## src/rtl/ucsbece154a_defines.sv

```systemverilog
// Shared encodings for the multicycle RISC-V controller.
// Define UCSBECE154A_LUI_EN to add the LUI state.
package ucsbece154a_defines;

    typedef enum logic [3:0] {
        FETCH    = 4'd0,
        DECODE   = 4'd1,
        MEMADR   = 4'd2,
        MEMREAD  = 4'd3,
        MEMWB    = 4'd4,
        MEMWRITE = 4'd5,
        EXECUTER = 4'd6,
        EXECUTEI = 4'd7,
        ALUWB    = 4'd8,
        BEQ      = 4'd9,
        JAL      = 4'd10
`ifdef UCSBECE154A_LUI_EN
        , LUI    = 4'd11
`endif
    } statetype_t;

    localparam logic [6:0] OP_LW   = 7'b0000011;
    localparam logic [6:0] OP_SW   = 7'b0100011;
    localparam logic [6:0] OP_R    = 7'b0110011;
    localparam logic [6:0] OP_IALU = 7'b0010011;
    localparam logic [6:0] OP_BEQ  = 7'b1100011;
    localparam logic [6:0] OP_JAL  = 7'b1101111;
    localparam logic [6:0] OP_LUI  = 7'b0110111;

    localparam logic [2:0] F3_ADD = 3'b000;
    localparam logic [2:0] F3_SLT = 3'b010;
    localparam logic [2:0] F3_OR  = 3'b110;
    localparam logic [2:0] F3_AND = 3'b111;

    localparam logic [1:0] ALUOP_ADD   = 2'b00;
    localparam logic [1:0] ALUOP_SUB   = 2'b01;
    localparam logic [1:0] ALUOP_FUNCT = 2'b10;

    localparam logic [2:0] ALU_ADD = 3'b000;
    localparam logic [2:0] ALU_SUB = 3'b001;
    localparam logic [2:0] ALU_AND = 3'b010;
    localparam logic [2:0] ALU_OR  = 3'b011;
    localparam logic [2:0] ALU_SLT = 3'b101;

    localparam logic [2:0] IMM_I = 3'b000;
    localparam logic [2:0] IMM_S = 3'b001;
    localparam logic [2:0] IMM_B = 3'b010;
    localparam logic [2:0] IMM_J = 3'b011;
    localparam logic [2:0] IMM_U = 3'b100;

    localparam logic [1:0] RES_ALUOUT = 2'b00;
    localparam logic [1:0] RES_DATA   = 2'b01;
    localparam logic [1:0] RES_ALURES = 2'b10;
    localparam logic [1:0] RES_IMM    = 2'b11;

    localparam logic [1:0] SRCA_PC    = 2'b00;
    localparam logic [1:0] SRCA_OLDPC = 2'b01;
    localparam logic [1:0] SRCA_RD1   = 2'b10;

    localparam logic [1:0] SRCB_WD   = 2'b00;
    localparam logic [1:0] SRCB_IMM  = 2'b01;
    localparam logic [1:0] SRCB_FOUR = 2'b10;

endpackage

```

## src/rtl/ucsbece154a_aludec.sv

```systemverilog
// Combinational ALU decoder shared by the single- and multicycle controllers.
module ucsbece154a_aludec
    import ucsbece154a_defines::*;
(
    input  logic [1:0] alu_op,
    input  logic [2:0] funct3,
    input  logic       funct7b5,
    input  logic       op5,
    output logic [2:0] alu_control
);

    always_comb begin
        alu_control = ALU_ADD;
        case (alu_op)
            ALUOP_ADD: alu_control = ALU_ADD;
            ALUOP_SUB: alu_control = ALU_SUB;
            ALUOP_FUNCT: begin
                case (funct3)
                    // op5 separates R-type sub from addi with imm[10] set
                    F3_ADD:  alu_control = (funct7b5 & op5) ? ALU_SUB : ALU_ADD;
                    F3_SLT:  alu_control = ALU_SLT;
                    F3_OR:   alu_control = ALU_OR;
                    F3_AND:  alu_control = ALU_AND;
                    default: alu_control = ALU_ADD;
                endcase
            end
            default: alu_control = ALU_ADD;
        endcase
    end

endmodule

```

## src/rtl/ucsbece154a_mc_controller.sv

```systemverilog
// Multicycle RISC-V control FSM (lw, sw, R, I-ALU, beq, jal).
// Define UCSBECE154A_LUI_EN to also support lui.
module ucsbece154a_mc_controller
    import ucsbece154a_defines::*;
(
    input  logic       clk,
    input  logic       reset,
    input  logic [6:0] op_i,
    input  logic [2:0] funct3_i,
    input  logic       funct7b5_i,
    input  logic       Zero_i,
    output logic       PCWrite_o,
    output logic       AdrSrc_o,
    output logic       MemWrite_o,
    output logic       IRWrite_o,
    output logic [1:0] ResultSrc_o,
    output logic [1:0] ALUSrcA_o,
    output logic [1:0] ALUSrcB_o,
    output logic [2:0] ImmSrc_o,
    output logic [2:0] ALUControl_o,
    output logic       RegWrite_o
);

    statetype_t state;
    logic       pc_update;
    logic       branch;
    logic [1:0] alu_op;

    always_ff @(posedge clk or posedge reset) begin
        if (reset) begin
            state <= FETCH;
        end else begin
            case (state)
                FETCH: state <= DECODE;
                DECODE: begin
                    case (op_i)
                        OP_LW, OP_SW: state <= MEMADR;
                        OP_R:         state <= EXECUTER;
                        OP_IALU:      state <= EXECUTEI;
                        OP_BEQ:       state <= BEQ;
                        OP_JAL:       state <= JAL;
`ifdef UCSBECE154A_LUI_EN
                        OP_LUI:       state <= LUI;
`endif
                        default:      state <= FETCH;
                    endcase
                end
                MEMADR:   state <= (op_i == OP_LW) ? MEMREAD : MEMWRITE;
                MEMREAD:  state <= MEMWB;
                MEMWB:    state <= FETCH;
                MEMWRITE: state <= FETCH;
                EXECUTER: state <= ALUWB;
                EXECUTEI: state <= ALUWB;
                ALUWB:    state <= FETCH;
                BEQ:      state <= FETCH;
                JAL:      state <= ALUWB;
`ifdef UCSBECE154A_LUI_EN
                LUI:      state <= FETCH;
`endif
                default:  state <= FETCH;
            endcase
        end
    end

    // Outputs are held at their idle values for as long as reset is high
    always_comb begin
        pc_update   = 1'b0;
        branch      = 1'b0;
        alu_op      = ALUOP_ADD;
        AdrSrc_o    = 1'b0;
        MemWrite_o  = 1'b0;
        IRWrite_o   = 1'b0;
        ResultSrc_o = RES_ALUOUT;
        ALUSrcA_o   = SRCA_PC;
        ALUSrcB_o   = SRCB_WD;
        ImmSrc_o    = IMM_I;
        RegWrite_o  = 1'b0;
        if (!reset) begin
            case (state)
                FETCH: begin
                    IRWrite_o   = 1'b1;
                    ALUSrcB_o   = SRCB_FOUR;
                    ResultSrc_o = RES_ALURES;
                    pc_update   = 1'b1;
                end
                DECODE: begin
                    ALUSrcA_o = SRCA_OLDPC;
                    ALUSrcB_o = SRCB_IMM;
                    ImmSrc_o  = (op_i == OP_JAL) ? IMM_J : IMM_B;
                end
                MEMADR: begin
                    ALUSrcA_o = SRCA_RD1;
                    ALUSrcB_o = SRCB_IMM;
                    ImmSrc_o  = (op_i == OP_LW) ? IMM_I : IMM_S;
                end
                MEMREAD: begin
                    AdrSrc_o = 1'b1;
                end
                MEMWB: begin
                    ResultSrc_o = RES_DATA;
                    RegWrite_o  = 1'b1;
                end
                MEMWRITE: begin
                    AdrSrc_o   = 1'b1;
                    MemWrite_o = 1'b1;
                end
                EXECUTER: begin
                    ALUSrcA_o = SRCA_RD1;
                    alu_op    = ALUOP_FUNCT;
                end
                EXECUTEI: begin
                    ALUSrcA_o = SRCA_RD1;
                    ALUSrcB_o = SRCB_IMM;
                    alu_op    = ALUOP_FUNCT;
                end
                ALUWB: begin
                    RegWrite_o = 1'b1;
                end
                BEQ: begin
                    ALUSrcA_o = SRCA_RD1;
                    alu_op    = ALUOP_SUB;
                    branch    = 1'b1;
                end
                JAL: begin
                    ALUSrcA_o = SRCA_OLDPC;
                    ALUSrcB_o = SRCB_FOUR;
                    pc_update = 1'b1;
                end
`ifdef UCSBECE154A_LUI_EN
                LUI: begin
                    ImmSrc_o    = IMM_U;
                    ResultSrc_o = RES_IMM;
                    RegWrite_o  = 1'b1;
                end
`endif
                default: ;
            endcase
        end
    end

    assign PCWrite_o = pc_update | (branch & Zero_i);

    ucsbece154a_aludec u_aludec (
        .alu_op      (alu_op),
        .funct3      (funct3_i),
        .funct7b5    (funct7b5_i),
        .op5         (op_i[5]),
        .alu_control (ALUControl_o)
    );

endmodule

```

## config.mk

```make
export PLATFORM = sky130hd
export DESIGN_NAME = ucsbece154a_mc_controller
export DESIGN_NICKNAME = d
export VERILOG_FILES = /design/src/rtl/ucsbece154a_defines.sv /design/src/rtl/ucsbece154a_aludec.sv /design/src/rtl/ucsbece154a_mc_controller.sv
export SDC_FILE = /design/constraint.sdc
export NUM_CORES = 1
export LEC_CHECK = 0
export CAP_MARGIN = 10
export CORE_MARGIN = 5
export CORE_UTILIZATION = 42
export CTS_CLUSTER_DIAMETER = 60
export CTS_CLUSTER_SIZE = 10
export DETAILED_ROUTE_END_ITERATION = 10
export GPL_TIMING_DRIVEN = 0
export MAX_ROUTING_LAYER = met4
export PLACE_DENSITY = 0.95
export SLEW_MARGIN = 30
export SYNTH_ARGS = -nofsm -noshare
export SYNTH_HDL_FRONTEND = slang
export SYNTH_SLANG_ARGS = --single-unit
```

## constraint.sdc

```tcl
create_clock -name clk -period 3.9 [get_ports clk]
set_input_delay 0.39 -clock clk [delete_from_list [all_inputs] [get_ports clk]]
set_output_delay 0.39 -clock clk [all_outputs]
set_load 0.01 [all_outputs]
```

==> out/results.ini <==
[die]
core_area_sq_um = 1350
io_pins = 31
rows = 13
die_h_microns = 48.3
start_util_pct = 45.6
dieArea_sq_um = 2330
die_x_microns = 48.3

[routing]
vias = 747
via_per_inst = 5.98
drtIter0Drc = 26
wire_per_inst_microns = 16.7
finalWirelength_microns = 2080
first_pass_iters = 4
drtAntennaViolNets = 0
drc_errors = 0

[logic_synthesis]
ys_seq_area_share_pct = 16.3
synth.distinct_cells = 37
synth_ff_type = dfrtp_1
synth_edf_count = 0
syn_inst = 79
syn_nets = 95
yosys_register_bits = 4
synthArstFlopShare_pct = 100
avgSynthCellArea_sq_um = 7.79
synth_area_sq_um = 616
synth_warnings = 0

[hold_path]
hp-class = input port to async pin

[power_and_ir_drop]
p_leak_nw = 0.386
vdd_drop_max_v = 0.000219
total_power_uw = 282
power_density_nw_per_um2 = 301

[worst_setup_path]
critPathRequiredTime_ns = 3.51
crit_path_start = state[3]$_DFF_PP0_
critPathTopFamily = buffers and inverters
cpMaxStageDelayCell = clkdlybuf4s50_1
path_class = flip-flop to output pin
cp_data_arrival_time_ns = 2.61
worstReg2RegStart = state[1]$_DFF_PP0_
cp_cell_sequence = clkbuf_1, nor2_1, nand3_1, inv_1, ha_1, nor2b_1, o21ai_0, a21oi_1, clkdlybuf4s50_1
worstSetupEndpointType = output pin
critPathMaxStageDelay_ns = 0.56
worst-path-max-fanout = 10
start_kind = flip-flop
path_buf_inv = 3

[timing]
fin_crit_sh_pct = 77.0
drv_slew = 0
fin_worst_hold_slack_ns = 0.203
finalSetupViolCount = 0
fin_ws_ns = 0.895
tns_ns = 0
fmax_mhz = 333
rsz0062_at_grt = false
fin_worst_skew_ns = 0.0000576
finalHoldViolations = 0
finalWorstPathRequiredPeriod_ns = 3.00

[finish]
final_nets = 128
reg_top3 = state x4
regArea_sq_um = 100
fill_cells = 100
area_growth_pct = 52.2
multiInputGateArea_sq_um = 455
antenna_cells = 0
largest_reg_flops = 4
layout_common_cells = 28 x clkdlybuf4s50_1, 5 x clkbuf_1, 5 x nor2_1
regMostFlops = state
layout_commonest_cell = clkdlybuf4s50_1
drive_gt1_share_pct = 11.8

[clock_tree]
clk_pin_slew_ns = 0.04
cts_made_buffers = 3
clk_latency_ns = 0.25
cts.path.max_buffers = 2
clockRootBuffer = clkbuf_4
cts-resized-gates = 0
h-tree-depth = 1
cts_tree = built
ctsHoldBuffers = 0
clkSinkCount = 4
post_cts_buffers = 0

[grt]
grt_antenna_before_repair = 0
grt_pass1_wl_microns = 3250
grt_max_degree = 11
gr-total-overflow = 0
groute.usage.overall_pct = 20.9
grt_pass1_vias = 753

[place]
post-place-ws_ns = 1.21
post-dp-hpwl_microns = 1670
place.gp.congestion = 0.780
port_buffers = 28

[flow_run]
drv_cap = 0

[run_status]
status = finished clean

-- layout make-up --
cell class / count / area share [%]
well taps: 15 / 2.00
inverters: 4 / 1.60
flip-flops and latches: 4 / 10.7
plain buffers: 8 / 4.81
repair buffers: 28 / 29.9
multi-input cells: 63 / 48.6
clock buffers: 3 / 2.40
-- final timing paths --
path | to | slack, ns | cells past startpoint
worst max-delay path | ALUControl_o[0] | 0.90 | 9
worst min-delay path | state[2]$_DFF_PP0_ | 0.20 | 2
worst max register to register | state[1]$_DFF_PP0_ | 2.34 | 4
worst min register to register | state[3]$_DFF_PP0_ | 0.69 | 2
max in group asynchronous | state[0]$_DFF_PP0_ | 3.51 | 2
min in group clk | state[3]$_DFF_PP0_ | 0.69 | 2
-- synthesized netlist by cell type, types with 3 or more instances --
cell type | number | area [sq um]
nor3b_1 | 4 | 30.0
xor2_1 | 4 | 35.0
nor2b_1 | 4 | 25.0
nor4_1 | 4 | 25.0
nand2_1 | 4 | 15.0
nor2_1 | 5 | 18.8
a21oi_1 | 4 | 20.0
nor3_1 | 3 | 15.0
dfrtp_1 | 4 | 100
clkbuf_1 | 5 | 18.8
inv_1 | 4 | 15.0
-- logic make-up (layout without fill, tap and decap cells) --
| group | after synthesis | in the layout | share of synthesized area [%] |
|---|---|---|---|
| compound gates | 13 | 13 | 15.9 |
| xor+xnor | 5 | 5 | 7.11 |
| fa+ha+maj | 2 | 2 | 4.06 |
| buf+inv | 12 | 43 | 9.75 |
| flops | 4 | 4 | 16.3 |
| mux | 1 | 1 | 1.63 |
| other cells | 1 | 1 | 0.609 |
| simple gates | 41 | 41 | 44.7 |
-- through the flow --
stage	cells	utilization [%]	area, sq um
floorplan	79	-	616
global placement	122	67.7	915
detailed placement	122	67.7	915
CTS	125	69.4	937
global route	125	69.4	937
finish	125	69.4	937
-- worst register-to-register path: stages (launching register included) --
cell and delay (ns):
dfrtp_1 0.37, buf_6 0.14, or4b_4 0.57, nor4_4 0.19, o221a_2 0.23
-- power breakdown --
part,internal [mW],switching (mW)
logic,0.0878,0.0756
clock network,0.0348,0.0224
registers,0.0474,0.0139
-- routing by layer --
| metal | global-route usage (%) | wire [microns] |
|---|---|---|
| met1 | 21.4 | 784 |
| met2 | 37.2 | 1130 |
| met3 | 5.54 | 123 |
| met4 | 8.60 | 44 |
| met5 | - | 0 |
No activity file was read; power rests on OpenSTA's default activity.
